--- src/rtl/mem_arb_pkg.sv ---
`default_nettype none
// ============================================================================
// Module      : mem_arb_pkg
// Description : Shared types and constants for the main-memory arbiter.
//               arb_state_t names the sequencing phases, grant_t names the
//               winning requester, and the latency bounds give the legal
//               range of the MEM_LATENCY parameter (the counter is 4 bits).
// Revision    : 1.0 - initial release
// ============================================================================
package mem_arb_pkg;

    typedef enum logic [1:0] {
        IDLE   = 2'd0,
        ACCESS = 2'd1,
        RESP   = 2'd2
    } arb_state_t;

    typedef enum logic {
        GRANT_I = 1'b0,
        GRANT_D = 1'b1
    } grant_t;

    localparam int unsigned c_MEM_LATENCY_MIN = 1;
    localparam int unsigned c_MEM_LATENCY_MAX = 15;
    localparam int unsigned c_CNT_WIDTH       = 4;

endpackage
`default_nettype wire

--- src/rtl/main_mem_arbiter_if.sv ---
`default_nettype none
// ============================================================================
// Module      : main_mem_arbiter_if
// Description : Bundle of the instruction-side, data-side and main-memory
//               signals around the arbiter.
//               slave  : the arbiter's view (takes requests, drives memory)
//               master : the environment's view (requesters plus memory)
//               Ports  : i_req/i_addr/i_ack/i_rdata      instruction side
//                        d_req/d_we/d_addr/d_wdata/
//                        d_ack/d_rdata                   data side
//                        mem_re/mem_we/mem_addr/mem_wd/
//                        mem_rd                          memory port
//                        busy                            arbiter not idle
// Revision    : 1.0 - initial release
// ============================================================================
interface main_mem_arbiter_if #(
    parameter int DATA_WIDTH = 32
);
    logic                  i_req;
    logic [DATA_WIDTH-1:0] i_addr;
    logic                  i_ack;
    logic [DATA_WIDTH-1:0] i_rdata;

    logic                  d_req;
    logic                  d_we;
    logic [DATA_WIDTH-1:0] d_addr;
    logic [DATA_WIDTH-1:0] d_wdata;
    logic                  d_ack;
    logic [DATA_WIDTH-1:0] d_rdata;

    logic                  mem_re;
    logic                  mem_we;
    logic [DATA_WIDTH-1:0] mem_addr;
    logic [DATA_WIDTH-1:0] mem_wd;
    logic [DATA_WIDTH-1:0] mem_rd;

    logic                  busy;

    modport slave (
        input  i_req, i_addr, d_req, d_we, d_addr, d_wdata, mem_rd,
        output i_ack, i_rdata, d_ack, d_rdata,
               mem_re, mem_we, mem_addr, mem_wd, busy
    );

    modport master (
        output i_req, i_addr, d_req, d_we, d_addr, d_wdata, mem_rd,
        input  i_ack, i_rdata, d_ack, d_rdata,
               mem_re, mem_we, mem_addr, mem_wd, busy
    );
endinterface
`default_nettype wire

--- src/rtl/rr_arbiter2.sv ---
`default_nettype none
// ============================================================================
// Module      : rr_arbiter2
// Description : Two-input round-robin grant logic. A lone request wins; on a
//               conflict the side not granted last wins. The last-grant
//               register only moves when the caller strobes i_take.
//               Ports  : clk, reset (sync, active-low)
//                        i_req_inst, i_req_data  requests
//                        i_take                  grant consumed this cycle
//                        o_grant                 combinational winner
// Revision    : 1.0 - initial release
// ============================================================================
module rr_arbiter2
    import mem_arb_pkg::*;
(
    input  logic   clk,
    input  logic   reset,
    input  logic   i_req_inst,
    input  logic   i_req_data,
    input  logic   i_take,
    output grant_t o_grant
);

    grant_t r_last_grant;
    grant_t w_grant;

    always_comb begin
        w_grant = GRANT_I;
        if (i_req_inst && i_req_data) begin
            w_grant = (r_last_grant == GRANT_I) ? GRANT_D : GRANT_I;
        end else if (i_req_data) begin
            w_grant = GRANT_D;
        end
    end

    // Resetting to GRANT_I makes the data side win the first conflict.
    always_ff @(posedge clk) begin
        if (!reset) begin
            r_last_grant <= GRANT_I;
        end else if (i_take) begin
            r_last_grant <= w_grant;
        end
    end

    assign o_grant = w_grant;

endmodule
`default_nettype wire

--- src/rtl/main_mem_arbiter.sv ---
`default_nettype none
// ============================================================================
// Module      : main_mem_arbiter
// Description : Serialises instruction-fetch reads and data-side reads/writes
//               onto the single-ported main memory. Each access occupies the
//               memory for MEM_LATENCY cycles (legal 1..15) and completes
//               with a one-cycle ack carrying the read word (0 for writes).
//               Ports  : clk                      clock
//                        reset                    sync, active-low
//                        bus (slave modport)      requesters + memory port
// Revision    : 1.0 - initial release
// ============================================================================
module main_mem_arbiter
    import mem_arb_pkg::*;
#(
    parameter int DATA_WIDTH  = 32,
    parameter int MEM_LATENCY = 4
) (
    input  logic              clk,
    input  logic              reset,
    main_mem_arbiter_if.slave bus
);

    localparam logic [1:0] S_IDLE   = 2'(IDLE);
    localparam logic [1:0] S_ACCESS = 2'(ACCESS);
    localparam logic [1:0] S_RESP   = 2'(RESP);

    localparam logic [c_CNT_WIDTH-1:0] c_CNT_LOAD  = c_CNT_WIDTH'(MEM_LATENCY - 1);
    localparam logic [DATA_WIDTH-1:0]  c_WORD_MASK = {{(DATA_WIDTH-2){1'b1}}, 2'b00};

    logic [1:0]             r_state;
    logic [c_CNT_WIDTH-1:0] r_cnt;
    logic [DATA_WIDTH-1:0]  r_addr;
    logic                   r_we;
    logic [DATA_WIDTH-1:0]  r_wdata;
    logic [DATA_WIDTH-1:0]  r_rdata;
    grant_t                 r_grant;

    grant_t                 w_grant;
    logic                   w_take;
    logic                   w_access;
    logic                   w_resp;
    logic                   w_last;

    assign w_take   = (r_state == S_IDLE) && (bus.i_req || bus.d_req);
    assign w_access = (r_state == S_ACCESS);
    assign w_resp   = (r_state == S_RESP);
    assign w_last   = (r_cnt == '0);

    rr_arbiter2 u_rr_arbiter2 (
        .clk        (clk),
        .reset      (reset),
        .i_req_inst (bus.i_req),
        .i_req_data (bus.d_req),
        .i_take     (w_take),
        .o_grant    (w_grant)
    );

    // Request fields are latched only at the grant; anything the requesters
    // change afterwards is ignored until the next IDLE.
    always_ff @(posedge clk) begin
        if (!reset) begin
            r_state <= S_IDLE;
            r_cnt   <= '0;
            r_addr  <= '0;
            r_we    <= 1'b0;
            r_wdata <= '0;
            r_rdata <= '0;
            r_grant <= GRANT_I;
        end else begin
            case (r_state)
                S_IDLE: begin
                    if (w_take) begin
                        r_state <= S_ACCESS;
                        r_cnt   <= c_CNT_LOAD;
                        r_grant <= w_grant;
                        if (w_grant == GRANT_D) begin
                            r_addr  <= bus.d_addr;
                            r_we    <= bus.d_we;
                            r_wdata <= bus.d_wdata;
                        end else begin
                            r_addr  <= bus.i_addr;
                            r_we    <= 1'b0;
                            r_wdata <= '0;
                        end
                    end
                end
                S_ACCESS: begin
                    if (w_last) begin
                        r_state <= S_RESP;
                        r_rdata <= r_we ? '0 : bus.mem_rd;
                    end else begin
                        r_cnt <= r_cnt - 4'd1;
                    end
                end
                S_RESP: begin
                    r_state <= S_IDLE;
                end
                default: begin
                    r_state <= S_IDLE;
                end
            endcase
        end
    end

    // The write strobe fires only on the final ACCESS cycle, so a reset that
    // lands earlier in the access leaves memory untouched.
    assign bus.mem_re   = w_access && !r_we;
    assign bus.mem_we   = w_access && r_we && w_last;
    assign bus.mem_addr = w_access ? (r_addr & c_WORD_MASK) : '0;
    assign bus.mem_wd   = (w_access && r_we) ? r_wdata : '0;

    assign bus.i_ack    = w_resp && (r_grant == GRANT_I);
    assign bus.d_ack    = w_resp && (r_grant == GRANT_D);
    assign bus.i_rdata  = bus.i_ack ? r_rdata : '0;
    assign bus.d_rdata  = bus.d_ack ? r_rdata : '0;

    assign bus.busy     = (r_state != S_IDLE);

endmodule
`default_nettype wire

--- src/flat_wrapper.sv ---
// flat-port wrapper written by rule: the top's interface ports become plain ports
module main_mem_arbiter_flat import mem_arb_pkg::*;
#(
    parameter int DATA_WIDTH  = 32,
    parameter int MEM_LATENCY = 4
)
  (clk, reset, bus_i_req, bus_i_addr, bus_d_req, bus_d_we, bus_d_addr, bus_d_wdata, bus_mem_rd, bus_i_ack, bus_i_rdata, bus_d_ack, bus_d_rdata, bus_mem_re, bus_mem_we, bus_mem_addr, bus_mem_wd, bus_busy);
  main_mem_arbiter_if #(.DATA_WIDTH(DATA_WIDTH)) bus_i ();
  input  logic clk;
  input  logic reset;
  input wire logic [$bits(bus_i.i_req)-1:0] bus_i_req;
  input wire logic [$bits(bus_i.i_addr)-1:0] bus_i_addr;
  input wire logic [$bits(bus_i.d_req)-1:0] bus_d_req;
  input wire logic [$bits(bus_i.d_we)-1:0] bus_d_we;
  input wire logic [$bits(bus_i.d_addr)-1:0] bus_d_addr;
  input wire logic [$bits(bus_i.d_wdata)-1:0] bus_d_wdata;
  input wire logic [$bits(bus_i.mem_rd)-1:0] bus_mem_rd;
  output wire logic [$bits(bus_i.i_ack)-1:0] bus_i_ack;
  output wire logic [$bits(bus_i.i_rdata)-1:0] bus_i_rdata;
  output wire logic [$bits(bus_i.d_ack)-1:0] bus_d_ack;
  output wire logic [$bits(bus_i.d_rdata)-1:0] bus_d_rdata;
  output wire logic [$bits(bus_i.mem_re)-1:0] bus_mem_re;
  output wire logic [$bits(bus_i.mem_we)-1:0] bus_mem_we;
  output wire logic [$bits(bus_i.mem_addr)-1:0] bus_mem_addr;
  output wire logic [$bits(bus_i.mem_wd)-1:0] bus_mem_wd;
  output wire logic [$bits(bus_i.busy)-1:0] bus_busy;
  assign bus_i.i_req = bus_i_req;
  assign bus_i.i_addr = bus_i_addr;
  assign bus_i.d_req = bus_d_req;
  assign bus_i.d_we = bus_d_we;
  assign bus_i.d_addr = bus_d_addr;
  assign bus_i.d_wdata = bus_d_wdata;
  assign bus_i.mem_rd = bus_mem_rd;
  assign bus_i_ack = bus_i.i_ack;
  assign bus_i_rdata = bus_i.i_rdata;
  assign bus_d_ack = bus_i.d_ack;
  assign bus_d_rdata = bus_i.d_rdata;
  assign bus_mem_re = bus_i.mem_re;
  assign bus_mem_we = bus_i.mem_we;
  assign bus_mem_addr = bus_i.mem_addr;
  assign bus_mem_wd = bus_i.mem_wd;
  assign bus_busy = bus_i.busy;
  main_mem_arbiter #(.DATA_WIDTH(DATA_WIDTH), .MEM_LATENCY(MEM_LATENCY)) u_core (.clk(clk), .reset(reset), .bus(bus_i));
endmodule
--- config.mk ---
export PLATFORM = sky130hd
export DESIGN_NAME = main_mem_arbiter_flat
export DESIGN_NICKNAME = d
export VERILOG_FILES = /design/src/rtl/mem_arb_pkg.sv /design/src/rtl/main_mem_arbiter_if.sv /design/src/rtl/rr_arbiter2.sv /design/src/rtl/main_mem_arbiter.sv /design/src/flat_wrapper.sv
export SDC_FILE = /design/constraint.sdc
export NUM_CORES = 1
export LEC_CHECK = 0
export CAP_MARGIN = 20
export CORE_ASPECT_RATIO = 1.75
export CORE_MARGIN = 4
export CORE_UTILIZATION = 36
export DETAILED_ROUTE_END_ITERATION = 8
export HOLD_SLACK_MARGIN = 0.02
export PLACE_DENSITY_LB_ADDON = 0.25
export SLEW_MARGIN = 20
export SYNTH_ARGS = -nofsm -noshare
export SYNTH_HDL_FRONTEND = slang
export SYNTH_HIERARCHICAL = 1
export SYNTH_SLANG_ARGS = --single-unit
--- constraint.sdc ---
create_clock -name clk -period 1.41 [get_ports clk]
set_input_delay 0.282 -clock clk [delete_from_list [all_inputs] [get_ports clk]]
set_output_delay 0.282 -clock clk [all_outputs]
set_load 0.05 [all_outputs]
==> metrics.yaml <==
global_routing:
  grt_max_degree: 56
  grt_pass1_wl_um: 34200
  grt_pass1_vias: 6118
  grt_use_total_pct: 27.0
  overflow: 0
  grt_antenna_before_repair: 1
cts:
  cts_tree: "built"
  cts_buffers: 9
  cts_buffer_depth: 2
  clk_latency_ns: 0.35
  cts-root-buf: "clkbuf_16"
  numClockSinks: 103
  path_clk_slew_ns: 0.07
  htree_num_levels: 3
setup_path:
  slowest_stage: "dfxtp_4"
  crit_family: "buffers and inverters"
  crit_buf_inv: 3
  critical_path_class: "reg -> out"
  r2r_slack_ns: -0.32
  start_kind: "flip-flop"
  path_depth: 5
  cp_cell_sequence: "nor2b_4 > buf_12 > clkbuf_16 > and3_4 > buf_12"
  endpoint_kind: "primary output"
  cp.arrival_ns: 1.59
  cp_max_fo: 7
  critPathMostFrequentCell: "buf_12"
  slowest_delay_ns: 0.38
  worstPathRequired_ns: 1.13
  rr_worst_depth: 10
layout:
  final_layout_size_suffix_gt1_share_pct: 54.9
  nets: 1005
  layout_common_cells: "158 x buf_12, 128 x clkdlybuf4s50_1, 97 x dfxtp_1"
  fillers: 623
  final_common_cell: "buf_12"
  final_util_pct: 86.6
  syn_to_final_growth_pct: 133
yosys:
  netlist_instances: 554
  ys_ff_latch: 103
  synth_compound_gate_area_share_pct: 21.8
  synth_area_sq_um: 5030
  avgSynthCellArea_sq_um: 9.07
  synth.area.mux_share_pct: 5.97
  yosysSeqAreaShare_pct: 41.0
  synth_fa_ha_area_share_pct: 0.498
  ys_types: 42
  yosys_warnings: 6
  synthXorXnorAreaFrac_pct: 0
  synth-simple-area-share_pct: 24.3
  synth_top_family_by_area: "simple AND/OR/NAND/NOR gates"
status:
  status: "finished, violations left"
  violations: "negative setup slack"
timing:
  rsz0062_at_grt: "yes"
  slew_headroom_pct: 64.7
  finalHoldViolCount: 0
  final_max_slew_viol_count: 0
  tightest_slew_ns: 0.529
  finalCriticalPeriod_ns: 1.88
  finalCritPeriodShare_pct: 133
  setup_ws_ns: -0.467
  setup_viol: 233
  finalClockSkew_ns: 0.0114
  fmax_mhz: 533
  hold_slack_ns: 0.485
place:
  io_buffers: 259
  gp_congestion: 0.814
  hpwlAfterDp_um: 14000
  dp_slack_ns: -0.446
min_path:
  worstHoldPathType: "reg -> reg"
  hold_depth: 1
floorplan:
  rows: 56
  die_h_um: 164
  die_w_um: 97.3
  core_area_sq_um: 13500
  start_util_pct: 37.2
  die_area_sq_um: 16000
  ioPinCount: 266
detailed_routing:
  wl_um: 26200
  wl_per_cell_um: 25.0
  routed_via_density: 5.76
  vias: 6045
  ant_nets: 0
  drc: 0
  drt-initial-drc-count: 298
  dr.pass1.iters: 5
run:
  drv_cap: 0
power_and_ir_drop:
  power_mw: 10.3
  max-vdd-ir-drop_uv: 728
  power.density_nw_per_um2: 881
  p_leak_nw: 4.57
## power by group
group,total (mW),internal [mW],switching (mW)
Sequential,3.45,3.19,0.255
Combinational,4.45,2.36,2.09
Clock,2.42,1.26,1.16
## per-stage QoR
| stage | setup TNS (ns) | cell area, sq um | std cells |
|---|---|---|---|
| detailed placement | -33.63 | 9700 | 962 |
| global route | -83.81 | 11700 | 1050 |
| CTS | -71.10 | 11200 | 1030 |
| floorplan | -2.77 | 5530 | 555 |
| finish | -73.39 | 11700 | 1050 |
| global placement | -25.61 | 9700 | 962 |
## sequential cells by signal, summed over array words and instances, names as in the netlist
name,flops
u_core/r_state,2
u_core/r_grant,1
u_core/r_cnt,4
u_core/u_rr_arbiter2/r_last_grant,1
u_core/r_wdata,32
u_core/r_rdata,32
u_core/r_addr,30
u_core/r_we,1
## timing repair
item | in CTS | in global routing
gates cloned | 20 | 10
setup endpoints to repair | 224 | 233
hold buffers | 0 | 0
pin swaps | 62 | 36
resized for setup | 109 | 84
buffers inserted | 32 | 22
## path summary, 6_finish.rpt
kind | from | to
max reg2reg | u_core/r_state[0]$_SDFFE_PN0P_ | u_core/r_wdata[9]$_SDFFE_PN0P_
min | u_core/r_wdata[16]$_SDFFE_PN0P_ | u_core/r_wdata[16]$_SDFFE_PN0P_
max | u_core/r_state[0]$_SDFFE_PN0P_ | bus_mem_wd[7]
min reg2reg | u_core/r_wdata[16]$_SDFFE_PN0P_ | u_core/r_wdata[16]$_SDFFE_PN0P_
## cell usage after synthesis
cell type | instances | area [sq um]
dfxtp_1 | 103 | 2060
and2_1 | 94 | 588
a21oi_1 | 62 | 310
clkbuf_1 | 36 | 135
a22o_1 | 33 | 289
and3_1 | 33 | 206
nand4b_1 | 32 | 280
o21ai_0 | 32 | 160
a211oi_1 | 30 | 225
mux2i_1 | 30 | 300
buf_2 | 21 | 105
nor2_1 | 4 | 15.0
buf_4 | 3 | 22.5
buf_6 | 3 | 33.8
inv_1 | 3 | 11.3
a21boi_0 | 2 | 15.0
a31oi_1 | 2 | 12.5
and3b_1 | 2 | 17.5
ha_1 | 2 | 25.0
nor2b_1 | 2 | 12.5
nor3_1 | 2 | 10.0
o21a_1 | 2 | 15.0
o31a_1 | 2 | 17.5
a21boi_2 | 1 | 11.3
a21o_1 | 1 | 7.51
a21oi_4 | 1 | 16.3
a31o_1 | 1 | 8.76
clkbuf_2 | 1 | 5.00
conb_1 | 1 | 3.75
inv_2 | 1 | 3.75
nand2_1 | 1 | 3.75
nand2b_1 | 1 | 6.26
nand3_1 | 1 | 5.00
nor2_2 | 1 | 6.26
nor2_4 | 1 | 11.3
nor3_4 | 1 | 16.3
nor3b_1 | 1 | 7.51
nor3b_2 | 1 | 12.5
nor4b_1 | 1 | 8.76
o41ai_1 | 1 | 8.76
or2_1 | 1 | 6.26
or3b_1 | 1 | 8.76
## layer usage
layer,vias up,share of wire [%],global-route usage [%]
li1,2640,-,-
met5,-,0,0
met2,338,56,53.1
met4,0,5.9,13.0
met3,103,5.3,4.97
met1,2964,32,27.0
## cells by family after synthesis
group	count (synthesis)
AND/OR/NAND/NOR	180
AO/OA/AOI/OAI	170
flip-flops	103
buffers and inverters	68
multiplexers	30
adder cells (fa/ha/maj)	2
other	1
## layout make-up
cell class	instances	area (sq um)	share of cell area (%)
Tap cell	174	218	1.86
Sequential cell	103	2070	17.7
Clock inverter	6	43.8	0.374
Antenna cell	1	2.50	0.0214
Timing Repair Buffer	368	5580	47.7
Clock buffer	10	239	2.04
Multi-Input combinational cell	384	3520	30.1
Inverter	4	22.5	0.192
No activity file was read; power rests on OpenSTA's default activity.
